--- src/rtl/corner_packer.sv ---
// Packs 32-bit corner records four to a 128-bit word, queues words in a FIFO
// and closes every frame with a PAD-filled partial word and a counter trailer.
module corner_packer #(
  parameter int unsigned FIFO_DEPTH = 8,
  parameter logic [31:0] PAD        = 32'hFFFF_FFFF
) (
  input  logic         c,
  input  logic         rst,
  input  logic [31:0]  d,
  input  logic         dv,
  input  logic         fv,
  output logic [127:0] q,
  output logic         q_valid,
  input  logic         q_ready,
  output logic [15:0]  rec_cnt,
  output logic [15:0]  drop_cnt,
  output logic         busy
);

  localparam int unsigned AW = $clog2(FIFO_DEPTH);

  localparam logic [1:0] S_IDLE    = 2'd0;
  localparam logic [1:0] S_ACTIVE  = 2'd1;
  localparam logic [1:0] S_FLUSH   = 2'd2;
  localparam logic [1:0] S_TRAILER = 2'd3;

  logic [1:0]   state_q, state_d;
  logic         fv_d1_q;
  logic         pend_q, pend_d;
  logic [1:0]   idx_q, idx_d;
  logic [127:0] word_q, word_d;
  logic         stg_vld_q, stg_vld_d;
  logic [127:0] stg_q, stg_d;
  logic [15:0]  rec_cnt_q, rec_cnt_d;
  logic [15:0]  drop_cnt_q, drop_cnt_d;
  logic [15:0]  fnum_q, fnum_d;
  logic [AW:0]  wr_ptr_q, wr_ptr_d;
  logic [AW:0]  rd_ptr_q, rd_ptr_d;
  logic [127:0] mem_q [FIFO_DEPTH];

  logic         fv_rise, fv_fall;
  logic         full, empty, push, pop;
  logic [127:0] wdata, lane_word, partial, trailer;

  assign fv_rise = fv & ~fv_d1_q;
  assign fv_fall = ~fv & fv_d1_q;
  assign empty   = (wr_ptr_q == rd_ptr_q);
  assign full    = (wr_ptr_q[AW] != rd_ptr_q[AW]) &&
                   (wr_ptr_q[AW-1:0] == rd_ptr_q[AW-1:0]);
  assign pop     = ~empty & q_ready;

  assign q_valid  = ~empty;
  assign q        = empty ? '0 : mem_q[rd_ptr_q[AW-1:0]];
  assign rec_cnt  = rec_cnt_q;
  assign drop_cnt = drop_cnt_q;
  assign busy     = (state_q != S_IDLE) || ~empty;

  assign trailer = {PAD, 16'h0, fnum_q, 16'h0, rec_cnt_q, 16'h0, drop_cnt_q};

  always_comb begin
    lane_word = word_q;
    lane_word[{idx_q, 5'd0} +: 32] = d;
    partial = '0;
    for (int unsigned k = 0; k < 4; k++) begin
      partial[32*k +: 32] = (k < 32'(idx_q)) ? word_q[32*k +: 32] : PAD;
    end
  end

  always_comb begin
    state_d    = state_q;
    pend_d     = pend_q;
    idx_d      = idx_q;
    word_d     = word_q;
    stg_vld_d  = 1'b0;
    stg_d      = stg_q;
    rec_cnt_d  = rec_cnt_q;
    drop_cnt_d = drop_cnt_q;
    fnum_d     = fnum_q;
    push       = 1'b0;
    wdata      = stg_q;

    // A completed data word owns the write port the cycle after it forms;
    // full is judged on the registered pointers, so a same-cycle pop cannot save it.
    if (stg_vld_q) begin
      if (!full) begin
        push = 1'b1;
      end else begin
        drop_cnt_d = (drop_cnt_q > 16'hFFFB) ? 16'hFFFF : drop_cnt_q + 16'd4;
      end
    end

    case (state_q)
      S_IDLE: begin
        if (fv_rise || pend_q) begin
          state_d    = S_ACTIVE;
          pend_d     = 1'b0;
          idx_d      = 2'd0;
          rec_cnt_d  = '0;
          drop_cnt_d = '0;
        end
      end
      S_ACTIVE: begin
        if (dv) begin
          word_d = lane_word;
          idx_d  = idx_q + 2'd1;
          if (rec_cnt_q != 16'hFFFF) rec_cnt_d = rec_cnt_q + 16'd1;
          if (idx_q == 2'd3) begin
            stg_vld_d = 1'b1;
            stg_d     = lane_word;
          end
        end
        if (fv_fall) state_d = S_FLUSH;
      end
      S_FLUSH: begin
        if (fv_rise) pend_d = 1'b1;
        if (idx_q == 2'd0) begin
          state_d = S_TRAILER;
        end else if (!full && !stg_vld_q) begin
          push    = 1'b1;
          wdata   = partial;
          idx_d   = 2'd0;
          state_d = S_TRAILER;
        end
      end
      S_TRAILER: begin
        if (fv_rise) pend_d = 1'b1;
        if (!full && !stg_vld_q) begin
          push    = 1'b1;
          wdata   = trailer;
          fnum_d  = fnum_q + 16'd1;
          state_d = S_IDLE;
        end
      end
      default: state_d = S_IDLE;
    endcase

    wr_ptr_d = push ? wr_ptr_q + (AW+1)'(1) : wr_ptr_q;
    rd_ptr_d = pop  ? rd_ptr_q + (AW+1)'(1) : rd_ptr_q;
  end

  always_ff @(posedge c) begin
    if (rst) begin
      state_q    <= S_IDLE;
      fv_d1_q    <= 1'b1;
      pend_q     <= 1'b0;
      idx_q      <= 2'd0;
      word_q     <= '0;
      stg_vld_q  <= 1'b0;
      stg_q      <= '0;
      rec_cnt_q  <= '0;
      drop_cnt_q <= '0;
      fnum_q     <= '0;
      wr_ptr_q   <= '0;
      rd_ptr_q   <= '0;
    end else begin
      state_q    <= state_d;
      fv_d1_q    <= fv;
      pend_q     <= pend_d;
      idx_q      <= idx_d;
      word_q     <= word_d;
      stg_vld_q  <= stg_vld_d;
      stg_q      <= stg_d;
      rec_cnt_q  <= rec_cnt_d;
      drop_cnt_q <= drop_cnt_d;
      fnum_q     <= fnum_d;
      wr_ptr_q   <= wr_ptr_d;
      rd_ptr_q   <= rd_ptr_d;
    end
  end

  always_ff @(posedge c) begin
    if (push) mem_q[wr_ptr_q[AW-1:0]] <= wdata;
  end

endmodule

--- config.mk ---
export PLATFORM = sky130hd
export DESIGN_NAME = corner_packer
export DESIGN_NICKNAME = d
export VERILOG_FILES = /design/src/rtl/corner_packer.sv
export SDC_FILE = /design/constraint.sdc
export NUM_CORES = 2
export LEC_CHECK = 0
export ABC_AREA = 1
export CELL_PAD_IN_SITES_DETAIL_PLACEMENT = 0
export CELL_PAD_IN_SITES_GLOBAL_PLACEMENT = 2
export CORE_AREA = 4 4 449 451
export CTS_CLUSTER_DIAMETER = 80
export DETAILED_ROUTE_END_ITERATION = 7
export DIE_AREA = 0 0 453 455
export HOLD_SLACK_MARGIN = 0.02
export MAX_ROUTING_LAYER = met4
export PLACE_DENSITY_LB_ADDON = 0.08
export SLEW_MARGIN = 20
export SYNTH_ARGS = -nofsm -noshare
export SYNTH_HDL_FRONTEND = slang
export SYNTH_SLANG_ARGS = --single-unit
--- constraint.sdc ---
create_clock -name c -period 10.3 [get_ports c]
set_input_delay 1.545 -clock c [delete_from_list [all_inputs] [get_ports c]]
set_output_delay 1.545 -clock c [all_outputs]
set_load 0.05 [all_outputs]
==> flow_metrics.py <==
metrics = {
    "cts": {
        "cts_buffers": 163,
        "cts_sinks": 1346,
        "cts_buffer_depth": 3,
        "cts_setup_buffers": 0,
        "clk_pin_slew_ns": 0.05,
        "htree_levels": 4,
        "root_buffer": "clkbuf_16",
        "cts_tree": "yes",
        "ctsHoldBuffers": 0,
        "cts_resized": 0,
        "clkLatencyLatePin_ns": 0.80,
    },
    "sta": {
        "fin_skew_ns": 0.0301,
        "max_freq_ghz": 0.159,
        "period_minus_slack_ns": 6.27,
        "slew_headroom_pct": 22.8,
        "drv_slew": 0,
        "finalSetupViolations": 0,
        "tns_ns": 0,
        "max_slew.worst_pin.slew_ns": 1.16,
        "hold_viol_final": 0,
        "period_share_pct": 60.9,
        "rsz0062_at_grt": "no",
    },
    "yosys": {
        "ys_seq_elements": 1346,
        "synthFlopType": "edfxtp_1",
        "yosysSeqAreaShare_pct": 65.1,
        "synth-async-reset-ratio_pct": 0,
        "netlist_area_sq_um": 57100,
        "yosys_warnings": 0,
        "synth_enable_flop_cells": 1024,
        "postSynthCellCount": 5631,
        "synthDistinctLibCells": 40,
        "synth.avg_cell_area_sq_um": 10.1,
        "syn_nets": 5684,
    },
    "min_path": {
        "hold_path_class": "reg2reg",
        "hp-start": "rd_ptr_q[3]",
    },
    "global_routing": {
        "grt.overflow.total": 0,
        "busiest_layer": "met2",
        "antenna_found_initial": 28,
        "grt_start_max_net_pins": 195,
        "grtUsageTotal_pct": 19.4,
        "grtUsageMet3_pct": 2.62,
        "grt_pass1_vias": 40200,
        "grtUsageMet2_pct": 30.3,
        "use_met1_pct": 26.4,
        "grt_first_pass_wirelength_um": 286000,
    },
    "routing": {
        "wl_per_cell_um": 23.4,
        "vias": 41100,
        "via_per_inst": 4.86,
        "wl_um": 198000,
        "drt_iter0_drc": 2796,
        "postRouteAntennaNets": 0,
        "drtPass1Iterations": 5,
        "drc": 0,
    },
    "run_status": {
        "outcome": "finished, final reports clean",
    },
    "finish": {
        "seqCellArea_sq_um": 37200,
        "final_layout_size_suffix_gt1_share_pct": 5.60,
        "finalNetCount": 5724,
        "area_growth_pct": 16.7,
        "multi_input_area_sq_um": 16000,
        "fin_area_sq_um": 66600,
        "final-instance-count-excl-fill": 8450,
        "num-fill-cells": 20000,
        "final_util_pct": 33.8,
    },
    "floorplanning": {
        "die-area_sq_um": 206000,
        "start_util_pct": 29.0,
        "die_y_um": 455,
        "die_x_um": 453,
        "rows": 163,
        "core-area_sq_um": 197000,
        "io_pins": 199,
    },
    "worst_setup_path": {
        "critPathKind": "reg2out",
        "start_kind": "register",
        "r2r_start": "idx_q[0]",
        "endpoint_kind": "primary output",
        "crit_required_ns": 8.76,
        "arrival_ns": 4.73,
        "cp_max_fo": 194,
    },
    "place": {
        "placedCellCount": 8146,
        "placed_cell_area_sq_um": 61500,
        "io_buffers": 198,
        "globalplace.congestion": 0.761,
        "post-dp-hpwl_um": 113000,
    },
    "power_and_ir_drop": {
        "powerDensity_nw_per_um2": 310,
        "max-vdd-ir-drop_mv": 0.218,
        "swShare_pct": 42.3,
        "comb_power_share_pct": 41.2,
        "power_frac_clock_pct": 26.7,
        "p_total_mw": 20.6,
        "power.internal_mw": 11.9,
        "leakage_nw": 24.4,
        "p_sw_mw": 8.73,
        "power_frac_seq_pct": 32.2,
    },
    "flow_run": {
        "maxCapViolations": 0,
    },
}
## synthesized netlist by cell type (21+ instances only)
library cell	instances	area share, %
nor2_1	1223	8.0
edfxtp_1	1024	54
o21ai_0	651	5.7
inv_1	619	4.1
nand2_1	353	2.3
a21oi_1	350	3.1
dfxtp_1	322	11
o32ai_1	256	3.9
clkbuf_1	235	1.5
o22ai_1	176	1.9
nand3_1	150	1.3
buf_2	81	0.71
buf_1	45	0.30
o21ai_1	22	0.19
buf_4	21	0.28
## cell usage in the layout (no fill, tap or decap), types with 7 or more instances in the layout
master / count
o22ai_1: 174
nor2_4: 9
o32ai_1: 256
nor2_1: 1216
xor2_1: 7
inv_6: 9
o21ai_0: 651
nand3_1: 149
o21ai_1: 21
clkinv_2: 21
a21oi_1: 350
inv_1: 616
dfxtp_1: 319
nand4_1: 17
clkbuf_8: 10
buf_4: 49
ha_1: 15
clkbuf_1: 43
clkdlybuf4s50_1: 197
nand2_1: 352
clkinv_1: 39
nor3_1: 14
edfxtp_1: 1024
buf_12: 15
clkbuf_16: 168
## metrics by stage
step                worst slack (ns)  hold WS, ns
floorplan                       2.67        0.443
global placement                4.80        0.464
detailed placement              4.77        0.478
CTS                             3.88        0.486
global route                    3.65        0.503
finish                          4.03        0.484
## area by class of cell
| cell class | count | area share [%] |
|---|---|---|
| antenna | 5 | 0.0188 |
| clock buffer | 221 | 6.76 |
| clock inverter | 78 | 0.868 |
| inverter | 627 | 3.55 |
| multi-input combinational | 3271 | 24.0 |
| sequential | 1346 | 55.8 |
| tap | 2640 | 4.96 |
| timing repair buffer | 262 | 3.98 |
## power by group through the flow
stage	Sequential, mW	Combinational (mW)	Clock, mW
2_1_floorplan	6.70	5.57	0
3_3_place_gp	6.75	8.70	0
3_5_place_dp	6.75	8.69	0
4_1_cts	6.64	8.70	5.70
5_1_grt	6.67	9.26	5.92
6_report	6.64	8.49	5.50
## cell families (layout without fill, tap and decap cells)
family | count (synthesis) | after routing | synth area share (%)
buffers and inverters | 1014 | 1188 | 7.05
xor gates and xnor gates | 10 | 10 | 0.167
AOI/OAI and AO/OA | 1461 | 1461 | 14.9
and+or+nand+nor | 1784 | 1784 | 12.4
other | 0 | 5 | 0
adders and majority gates | 16 | 16 | 0.351
DFF | 1346 | 1346 | 65.1
## sequential cells by signal (all words and copies together), names as in the netlist, named ones only
register and count:
mem_q 1024, stg_q 128, word_q 128, drop_cnt 16, fnum_q 16, rec_cnt 16
rd_ptr_q 4, wr_ptr_q 4, idx_q 2, state_q 2, fv_d1_q 1, pend_q 1
stg_vld_q 1
## final timing paths
path,end,slack (ns),cells after the start
worst max-delay path,q[80],4.03,7
worst min register to register,rd_ptr_q[3],0.48,2
worst min-delay path,rd_ptr_q[3],0.48,2
worst max register to register,mem_q[4][44],5.36,12
## routing by layer
metal	wire (um)	part of all wire (%)
met5	0	0
met3	7590	3.8
met2	90900	46
met4	5600	2.8
met1	93800	47
## critical path: stages (launching register included)
cell and delay (ns):
dfxtp_4 0.62, buf_4 0.69, buf_12 0.56, nor2_1 0.11
o32ai_1 0.32, o21ai_1 0.10, nor2_1 0.30, clkdlybuf4s50_1 0.87
Power figures use the tool's default switching activity.
